### config.mk
export PLATFORM = sky130hd
export DESIGN_NAME = i2c_slave_regfile
export DESIGN_NICKNAME = d
export VERILOG_FILES = /design/src/rtl/i2c_pkg.sv /design/src/rtl/i2c_line_filter.sv /design/src/rtl/i2c_slave_regfile.sv
export SDC_FILE = /design/constraint.sdc
export NUM_CORES = 1
export LEC_CHECK = 0
export CORE_MARGIN = 2
export CORE_UTILIZATION = 58
export CTS_BUF_LIST = sky130_fd_sc_hd__clkbuf_8
export DETAILED_ROUTE_END_ITERATION = 7
export GPL_ROUTABILITY_DRIVEN = 0
export PLACE_DENSITY = 0.79
export SETUP_SLACK_MARGIN = 0.3
export SLEW_MARGIN = 20
export SYNTH_ARGS = -nofsm -noshare
export SYNTH_HDL_FRONTEND = slang
export SYNTH_SLANG_ARGS = --single-unit
### constraint.sdc
create_clock -name clk -period 4 [get_ports clk]
set_input_delay 1.2 -clock clk [delete_from_list [all_inputs] [get_ports clk]]
set_output_delay 1.2 -clock clk [all_outputs]
set_load 0.03 [all_outputs]
### src/rtl/i2c_pkg.sv
// Shared FSM encoding and bus constants for the I2C register-file slave.
// Used by i2c_slave_regfile and its testbench.
package i2c_pkg;

    typedef enum logic [3:0] {
        ST_IDLE,
        ST_ADDR,
        ST_ADDR_ACK,
        ST_PTR,
        ST_PTR_ACK,
        ST_WDATA,
        ST_WDATA_ACK,
        ST_RDATA,
        ST_RDATA_ACK,
        ST_WAIT_STOP
    } state_t;

    localparam logic ACK  = 1'b0;
    localparam logic NACK = 1'b1;

    localparam logic [6:0] DEF_SLAVE_ADDR = 7'h50;

endpackage

### src/rtl/i2c_line_filter.sv
// Two-flop synchroniser for one I2C line, plus an optional stability filter
// enabled by I2C_SLAVE_GLITCH_FILTER_EN.
module i2c_line_filter #(
    parameter int FILT_LEN = 3
) (
    input  logic clk,
    input  logic reset,
    input  logic raw,
    output logic filt
);

    logic s1;
    logic s2;

    // Idle bus level is high, so the synchroniser resets to 1.
    always_ff @(posedge clk) begin
        if (reset) begin
            s1 <= 1'b1;
            s2 <= 1'b1;
        end else begin
            s1 <= raw;
            s2 <= s1;
        end
    end

`ifdef I2C_SLAVE_GLITCH_FILTER_EN
    localparam int CW = $clog2(FILT_LEN + 1);

    logic [CW-1:0] cnt;

    // Output follows only after FILT_LEN consecutive differing samples.
    always_ff @(posedge clk) begin
        if (reset) begin
            filt <= 1'b1;
            cnt  <= '0;
        end else if (s2 == filt) begin
            cnt  <= '0;
        end else if (cnt == CW'(FILT_LEN - 1)) begin
            filt <= s2;
            cnt  <= '0;
        end else begin
            cnt  <= cnt + CW'(1);
        end
    end
`else
    assign filt = s2;
`endif

endmodule

### src/rtl/i2c_slave_regfile.sv
// I2C target exposing a DEPTH x 8 register file with an auto-increment pointer.
// Optional line glitch filters are enabled by I2C_SLAVE_GLITCH_FILTER_EN.
module i2c_slave_regfile
    import i2c_pkg::*;
#(
    parameter logic [6:0] SLAVE_ADDR = DEF_SLAVE_ADDR,
    parameter int         DEPTH      = 16,
    parameter int         FILT_LEN   = 3,
    localparam int        PTR_W      = $clog2(DEPTH)
) (
    input  logic             clk,
    input  logic             reset,
    input  logic             scl_in,
    input  logic             sda_in,
    output logic             sda_oe,
    output logic             wr_strobe,
    output logic [PTR_W-1:0] wr_addr,
    output logic [7:0]       wr_data,
    input  logic [PTR_W-1:0] loc_addr,
    output logic [7:0]       loc_data,
    output logic             busy
);

    logic scl;
    logic sda;
    logic scl_q;
    logic sda_q;

    i2c_line_filter #(.FILT_LEN(FILT_LEN)) u_scl (
        .clk   (clk),
        .reset (reset),
        .raw   (scl_in),
        .filt  (scl)
    );

    i2c_line_filter #(.FILT_LEN(FILT_LEN)) u_sda (
        .clk   (clk),
        .reset (reset),
        .raw   (sda_in),
        .filt  (sda)
    );

    logic scl_rise;
    logic scl_fall;
    logic start_det;
    logic stop_det;

    assign scl_rise  = scl & ~scl_q;
    assign scl_fall  = ~scl & scl_q;
    assign start_det = scl & scl_q & sda_q & ~sda;
    assign stop_det  = scl & scl_q & ~sda_q & sda;

    state_t             state;
    logic [3:0]         bitcnt;
    logic [7:0]         shreg;
    logic [PTR_W-1:0]   ptr;
    logic [PTR_W-1:0]   ptr_nxt;
    logic               rw;
    logic               mnack;
    logic [7:0]         regs [DEPTH];

    assign ptr_nxt  = (ptr == PTR_W'(DEPTH - 1)) ? '0 : ptr + PTR_W'(1);
    assign loc_data = regs[loc_addr];

    always_ff @(posedge clk) begin
        if (reset) begin
            scl_q     <= 1'b1;
            sda_q     <= 1'b1;
            state     <= ST_IDLE;
            bitcnt    <= '0;
            shreg     <= '0;
            ptr       <= '0;
            rw        <= 1'b0;
            mnack     <= 1'b0;
            sda_oe    <= 1'b0;
            wr_strobe <= 1'b0;
            wr_addr   <= '0;
            wr_data   <= '0;
            busy      <= 1'b0;
            for (int i = 0; i < DEPTH; i++) begin
                regs[i] <= '0;
            end
        end else begin
            scl_q     <= scl;
            sda_q     <= sda;
            wr_strobe <= 1'b0;
            if (start_det) begin
                state  <= ST_ADDR;
                bitcnt <= '0;
                sda_oe <= 1'b0;
            end else if (stop_det) begin
                state  <= ST_IDLE;
                bitcnt <= '0;
                sda_oe <= 1'b0;
                busy   <= 1'b0;
            end else if (scl_rise) begin
                if (state inside {ST_ADDR, ST_PTR, ST_WDATA}) begin
                    shreg  <= {shreg[6:0], sda};
                    bitcnt <= bitcnt + 4'd1;
                end else if (state == ST_RDATA) begin
                    bitcnt <= bitcnt + 4'd1;
                end else if (state == ST_RDATA_ACK) begin
                    mnack  <= (sda == NACK);
                end
            end else if (scl_fall) begin
                case (state)
                    ST_ADDR: begin
                        if (bitcnt == 4'd8) begin
                            bitcnt <= '0;
                            if (shreg[7:1] == SLAVE_ADDR) begin
                                state  <= ST_ADDR_ACK;
                                sda_oe <= ~ACK;
                                busy   <= 1'b1;
                                rw     <= shreg[0];
                            end else begin
                                state  <= ST_WAIT_STOP;
                                sda_oe <= 1'b0;
                                busy   <= 1'b0;
                            end
                        end
                    end
                    ST_ADDR_ACK: begin
                        bitcnt <= '0;
                        if (rw) begin
                            state  <= ST_RDATA;
                            shreg  <= regs[ptr];
                            sda_oe <= ~regs[ptr][7];
                        end else begin
                            state  <= ST_PTR;
                            sda_oe <= 1'b0;
                        end
                    end
                    ST_PTR: begin
                        if (bitcnt == 4'd8) begin
                            bitcnt <= '0;
                            ptr    <= PTR_W'(32'(shreg) % DEPTH);
                            sda_oe <= ~ACK;
                            state  <= ST_PTR_ACK;
                        end
                    end
                    ST_PTR_ACK: begin
                        bitcnt <= '0;
                        sda_oe <= 1'b0;
                        state  <= ST_WDATA;
                    end
                    ST_WDATA: begin
                        // Byte complete: commit and strobe before the ACK slot.
                        if (bitcnt == 4'd8) begin
                            bitcnt     <= '0;
                            regs[ptr]  <= shreg;
                            wr_strobe  <= 1'b1;
                            wr_addr    <= ptr;
                            wr_data    <= shreg;
                            sda_oe     <= ~ACK;
                            state      <= ST_WDATA_ACK;
                        end
                    end
                    ST_WDATA_ACK: begin
                        bitcnt <= '0;
                        sda_oe <= 1'b0;
                        ptr    <= ptr_nxt;
                        state  <= ST_WDATA;
                    end
                    ST_RDATA: begin
                        if (bitcnt == 4'd8) begin
                            bitcnt <= '0;
                            sda_oe <= 1'b0;
                            ptr    <= ptr_nxt;
                            state  <= ST_RDATA_ACK;
                        end else if (bitcnt != 4'd0) begin
                            sda_oe <= ~shreg[6];
                            shreg  <= {shreg[6:0], 1'b0};
                        end
                    end
                    ST_RDATA_ACK: begin
                        bitcnt <= '0;
                        if (!mnack) begin
                            state  <= ST_RDATA;
                            shreg  <= regs[ptr];
                            sda_oe <= ~regs[ptr][7];
                        end else begin
                            state  <= ST_WAIT_STOP;
                            sda_oe <= 1'b0;
                            busy   <= 1'b0;
                        end
                    end
                    default: ;
                endcase
            end
        end
    end

endmodule
## Yosys cells after proc, flatten, opt, wreduce, memory -nomap -nowiden

Memories as Yosys holds them, arrays and structs flattened. A register that Yosys moved wholly into a read port is not among the register bits.
Index checks and enable logic that the tools add are counted.

- Reduce and logical (&&, ||, !) cells: 28
- Equality and inequality tests: 32
- $add $sub $neg: 2
- Mux-type cells: 58
- Bitwise logic cells: 18

Operators by type and width:

| operator | number |
|---|---|
| 4-bit two-way mux | 17 |
| 8-bit two-way mux | 8 |
| 4-bit one-hot mux with 7 select lines | 1 |
| 7-bit AND reduction | 4 |
| 1-bit two-way mux | 26 |
| 8-bit one-hot mux with 3 select lines | 1 |
| 6-bit AND reduction | 4 |
| 4-bit by 3-bit equality test with 1-bit output (second input constant) | 4 |
| 4-bit by 3-bit inequality test with 1-bit output (second input constant) | 4 |
| 3-bit nonzero test | 5 |
| 2-bit by 1-bit inequality test with 1-bit output (second input constant) | 7 |
| 4-bit equality test (second input constant) | 3 |
| 3-bit by 1-bit inequality test with 1-bit output (second input constant) | 4 |
| 3-bit inequality test (second input constant) | 4 |
| 4-bit one-hot mux with 3 select lines | 1 |
| 1-bit NOT | 11 |
| 9-bit AND reduction | 1 |
| 9-bit nonzero test | 1 |
| 4-bit by 1-bit adder with 4-bit output (second input constant) | 2 |
| 4-bit by 2-bit equality test with 1-bit output (second input constant) | 2 |
| 4-bit one-hot mux with 2 select lines | 1 |
| 4-bit nonzero test | 2 |
| 4-bit OR reduction | 2 |
| 8-bit OR reduction | 1 |
| 13 further kinds | 22 |

- Input bits: 8
- Flip-flop bits (word level): 43
- Word-level logic and storage cells: 157
- Memory bits (writable): 128
- Memories kept: 1
- Output and inout bits: 23

Memory list:

| memory | depth | width | rd ports | clocked after memory_dff | write ports | line | text |
|---|---|---|---|---|---|---|---|
| regs | 16 | 8 | 2 | 1 | 16 | i2c_slave_regfile.sv:60 | `logic [7:0] regs [DEPTH];` |

## Logic depth before layout (Yosys ltp)

- Depth in word-level cells: 11
- Mapped depth: 9

## Modules after synthesis

Synthesis repeated with hierarchy kept, for this count alone.

- Cells, all modules: 755
- Area total of the unflattened synthesis: 9472.8 um^2

Modules (own cells, without submodules):

| module | seq. area each (um^2) | cells each | area each (um^2) | times used |
|---|---|---|---|---|
| i2c_slave_regfile | 4704.5 | 747 | 9367.7 | 1 |
| i2c_line_filter | 40.0 | 4 | 52.6 | 2 |

## Least setup slack after synthesis

No wires, ideal clock.

- Path kind: input-to-output
- From: input loc_addr[0]
- To: output loc_data[1]
- Setup slack: -0.018 ns
- Stages: 4
- Buffers on the path: 2
- Required time: 2.800 ns
- Data arrival time: 2.818 ns
- Path through: clkbuf_1 > buf_2 > mux4_2 > mux4_2

- Word-level cells in the longest chain between the ends: 1

RTL lines:

| what | line | text |
|---|---|---|
| from (decl) | i2c_slave_regfile.sv:19 | `input logic [PTR_W-1:0] loc_addr,` |
| memory read 16 x 8 bit | - |  |
| to (decl) | i2c_slave_regfile.sv:20 | `output logic [7:0] loc_data,` |

No other way between the ends.

## Worst setup path in the final report

- From: input loc_addr[0]
- To: output loc_data[6]

The elaborated chain is that of the path after synthesis.

==> flow_summary.json <==
{
  "overflow": 0,
  "grt_max_degree": 52,
  "rsz0062_at_grt": "true",
  "die_y_um": 131,
  "die-width_um": 131,
  "synthCells": 771,
  "arrival_ps": 2680,
  "synth-compound-area-share": 0.0872,
  "r2r-start": "scl_q",
  "start_kind": "input pin",
  "max_freq_mhz": 258,
  "status": "complete, no violations",
  "cp_max_fo": 6,
  "ir_worst_vdd_uv": 244,
  "clock_skew_ps": 17.3,
  "clkLatencyLatePin_ps": 460,
  "hold_buffers": 0,
  "cts.sinks": 175,
  "yosysWarnings": 0,
  "synth_top_family_by_area": "multiplexers",
  "ys_async_sr_fraction": 0,
  "drtIter0Drc": 1021,
  "final_nets": 797,
  "synthesis.area_um2": 9420,
  "cts_tree": "yes",
  "placed_area_um2": 9800,
  "rows": 46,
  "hold_path.class": "reg2reg",
  "clk_pin_slew_ps": 80,
  "grtUsageTotal": 0.292,
  "postLayoutCellArea_um2": 10300,
  "end_kind": "primary output",
  "diodes": 0,
  "r2r_cells": 8,
  "finalCritPeriodShare": 0.970,
  "cts_root_buf": "clkbuf_8",
  "layout_commonest_cell": "nor2_1",
  "area_growth_pct": 9.63,
  "wirelength_um": 24700,
  "grt_pass1_wl_um": 37900,
  "p_leak_nw": 3.26,
  "hold_end": "u_sda.filt",
  "r2r_end": "regs[4][3]",
  "synth_xor_area_frac": 0.00279,
  "min_from": "u_sda.s1",
  "dieArea_um2": 17300,
  "vias_per_cell": 6.66,
  "start_util": 0.593,
  "relSlewSlack": 0.286,
  "synthFlopType": "edfxtp_1",
  "synth_mux_area_frac": 0.178,
  "post-route-min-period_ps": 3880,
  "rrSetupSlack_ps": 1160,
  "final_util": 0.650,
  "syn_avg_cell_area_um2": 12.2,
  "maxSlewViolCount": 0,
  "drtAntennaViolNets": 0,
  "final_cell_mix": "nor2_1, edfxtp_1, mux4_2",
  "ys_seq_elements": 175,
  "synth.distinct_cells": 71,
  "cap_violations": 0,
  "dr.pass1.iters": 7,
  "dp_hpwl_um": 17800,
  "antenna_found_initial": 0,
  "layout-drive-gt1-share": 0.209,
  "path_class": "in2out",
  "drc": 0,
  "routed-via-count": 6717,
  "setup_viol_count_final": 0,
  "coreArea_um2": 15900,
  "tightest_slew_ps": 1070,
  "synth.net_count": 788,
  "cp.required_ps": 2800,
  "hold_viol_final": 0,
  "num-fill-cells": 1182,
  "first_global_vias": 6463,
  "htreeDepth": 4,
  "wire_per_inst_um": 24.5,
  "cts_buffers": 17,
  "synth_adder_area_share": 0.0119,
  "io_pins": 31,
  "clock_path_buffers": 2,
  "synth_edf_count": 128,
  "power.density_nw_per_um2": 352,
  "port_buffers": 30,
  "ys_seq_area_frac": 0.508,
  "hold_path_depth": 1,
  "synthSimpleGateAreaFrac": 0.169
}
## critical path, cell delays in order
cell	delay, ps
buf_12	100
buf_8	120
buf_6	90
mux4_2	490
mux4_2	510
buf_6	170
## layer usage
layer / vias up / global-route usage / share of wire
met5: - / 0 / 0.00069
met4: 2 / 0.138 / 0.048
met3: 115 / 0.110 / 0.12
met2: 505 / 0.449 / 0.46
met1: 3217 / 0.369 / 0.36
li1: 2878 / - / -
## metrics by stage
step	total power [mW]	setup WS (ps)	instances	hold slack [ps]	setup TNS, ps
after global routing	3.74	114	1009	440	0
after detailed placement	2.40	-531	970	399	-3850
after global placement	2.39	-514	970	395	-3690
final	3.63	121	1009	415	0
after floorplan	2.28	271	771	389	0
after CTS	3.63	130	1008	418	0
## report_power, final
| part | switching (mW) | total, mW | internal (mW) | leakage [nW] |
|---|---|---|---|---|
| logic | 0.145 | 0.296 | 0.151 | 1.43 |
| clock network | 0.591 | 1.25 | 0.661 | 0.230 |
| registers | 0.0750 | 2.09 | 2.01 | 1.59 |
| total | 0.811 | 3.63 | 2.82 | 3.26 |
## sequential cells by signal (all words and copies together) (netlist names), named ones only
signal and count:
shreg 8, wr_strobe 1, busy 1, bitcnt 4, sda_q 1, u_scl.s1 1, scl_q 1, wr_addr 4
rw 1, wr_data 8, regs 128, mnack 1, u_sda.s1 1, ptr 4, u_sda.filt 1, state 4
u_scl.filt 1, sda_oe 1
## layout make-up
type	instances	area, um^2	area share
inverters	23	86.3	0.00836
multi-input cells	513	4230	0.410
clock inverters	15	169	0.0163
clock buffers	17	234	0.0226
well taps	216	270	0.0262
repair buffers	50	553	0.0535
flip-flops and latches	175	4790	0.463
## timing repair
item / in CTS / in global routing
resized for setup: 52 / 6
pin swaps: 0 / 0
setup endpoints to repair: 8 / 8
setup buffers: 5 / 0
gates cloned: 1 / 1
## logic make-up (layout without fill, tap and decap cells)
kind of cell    count (synthesis)  count (layout)
simple gates                  288             288
flops                         175             175
compound gates                121             121
mux                            92              92
buf+inv                        83             105
fa+ha+maj                       9               9
xor+xnor                        3               3
## how the worst max path moves through the flow
| stage | from | end | slack [ps] | cells after the start |
|---|---|---|---|---|
| 2_1_floorplan | loc_addr[0] | loc_data[1] | 270 | 4 |
| 3_3_place_gp | loc_addr[1] | loc_data[7] | -510 | 5 |
| 3_5_place_dp | loc_addr[1] | loc_data[0] | -530 | 5 |
| 4_1_cts | loc_addr[0] | loc_data[6] | 130 | 5 |
| 5_1_grt | loc_addr[0] | loc_data[0] | 110 | 6 |
| 6_report | loc_addr[0] | loc_data[6] | 120 | 6 |
## cell usage after synthesis (all sizes together) (2+ instances only)
master	count	area share
a211oi	9	0.0082
a21o	2	0.0016
a21oi	44	0.023
a221oi	9	0.010
a22oi	5	0.0045
a31oi	3	0.0020
and2	29	0.019
and2b	2	0.0016
and3	4	0.0027
buf	28	0.021
clkbuf	32	0.013
dfxtp	47	0.10
edfxtp	128	0.41
ha	9	0.012
inv	23	0.0092
mux2i	32	0.034
mux4	60	0.14
nand2	27	0.013
nand2b	15	0.011
nand3	17	0.022
nand3b	2	0.0016
nand4	3	0.0020
nor2	146	0.058
nor2b	8	0.0053
nor3	6	0.0049
nor4	9	0.012
nor4b	2	0.0035
o211ai	4	0.0042
o21ai	20	0.011
o21bai	4	0.0032
o22ai	6	0.0040
o311ai	6	0.0056
or2	12	0.0080
or3b	2	0.0019
xnor2	2	0.0019
Note: power is estimated with default switching activity, not from simulation.
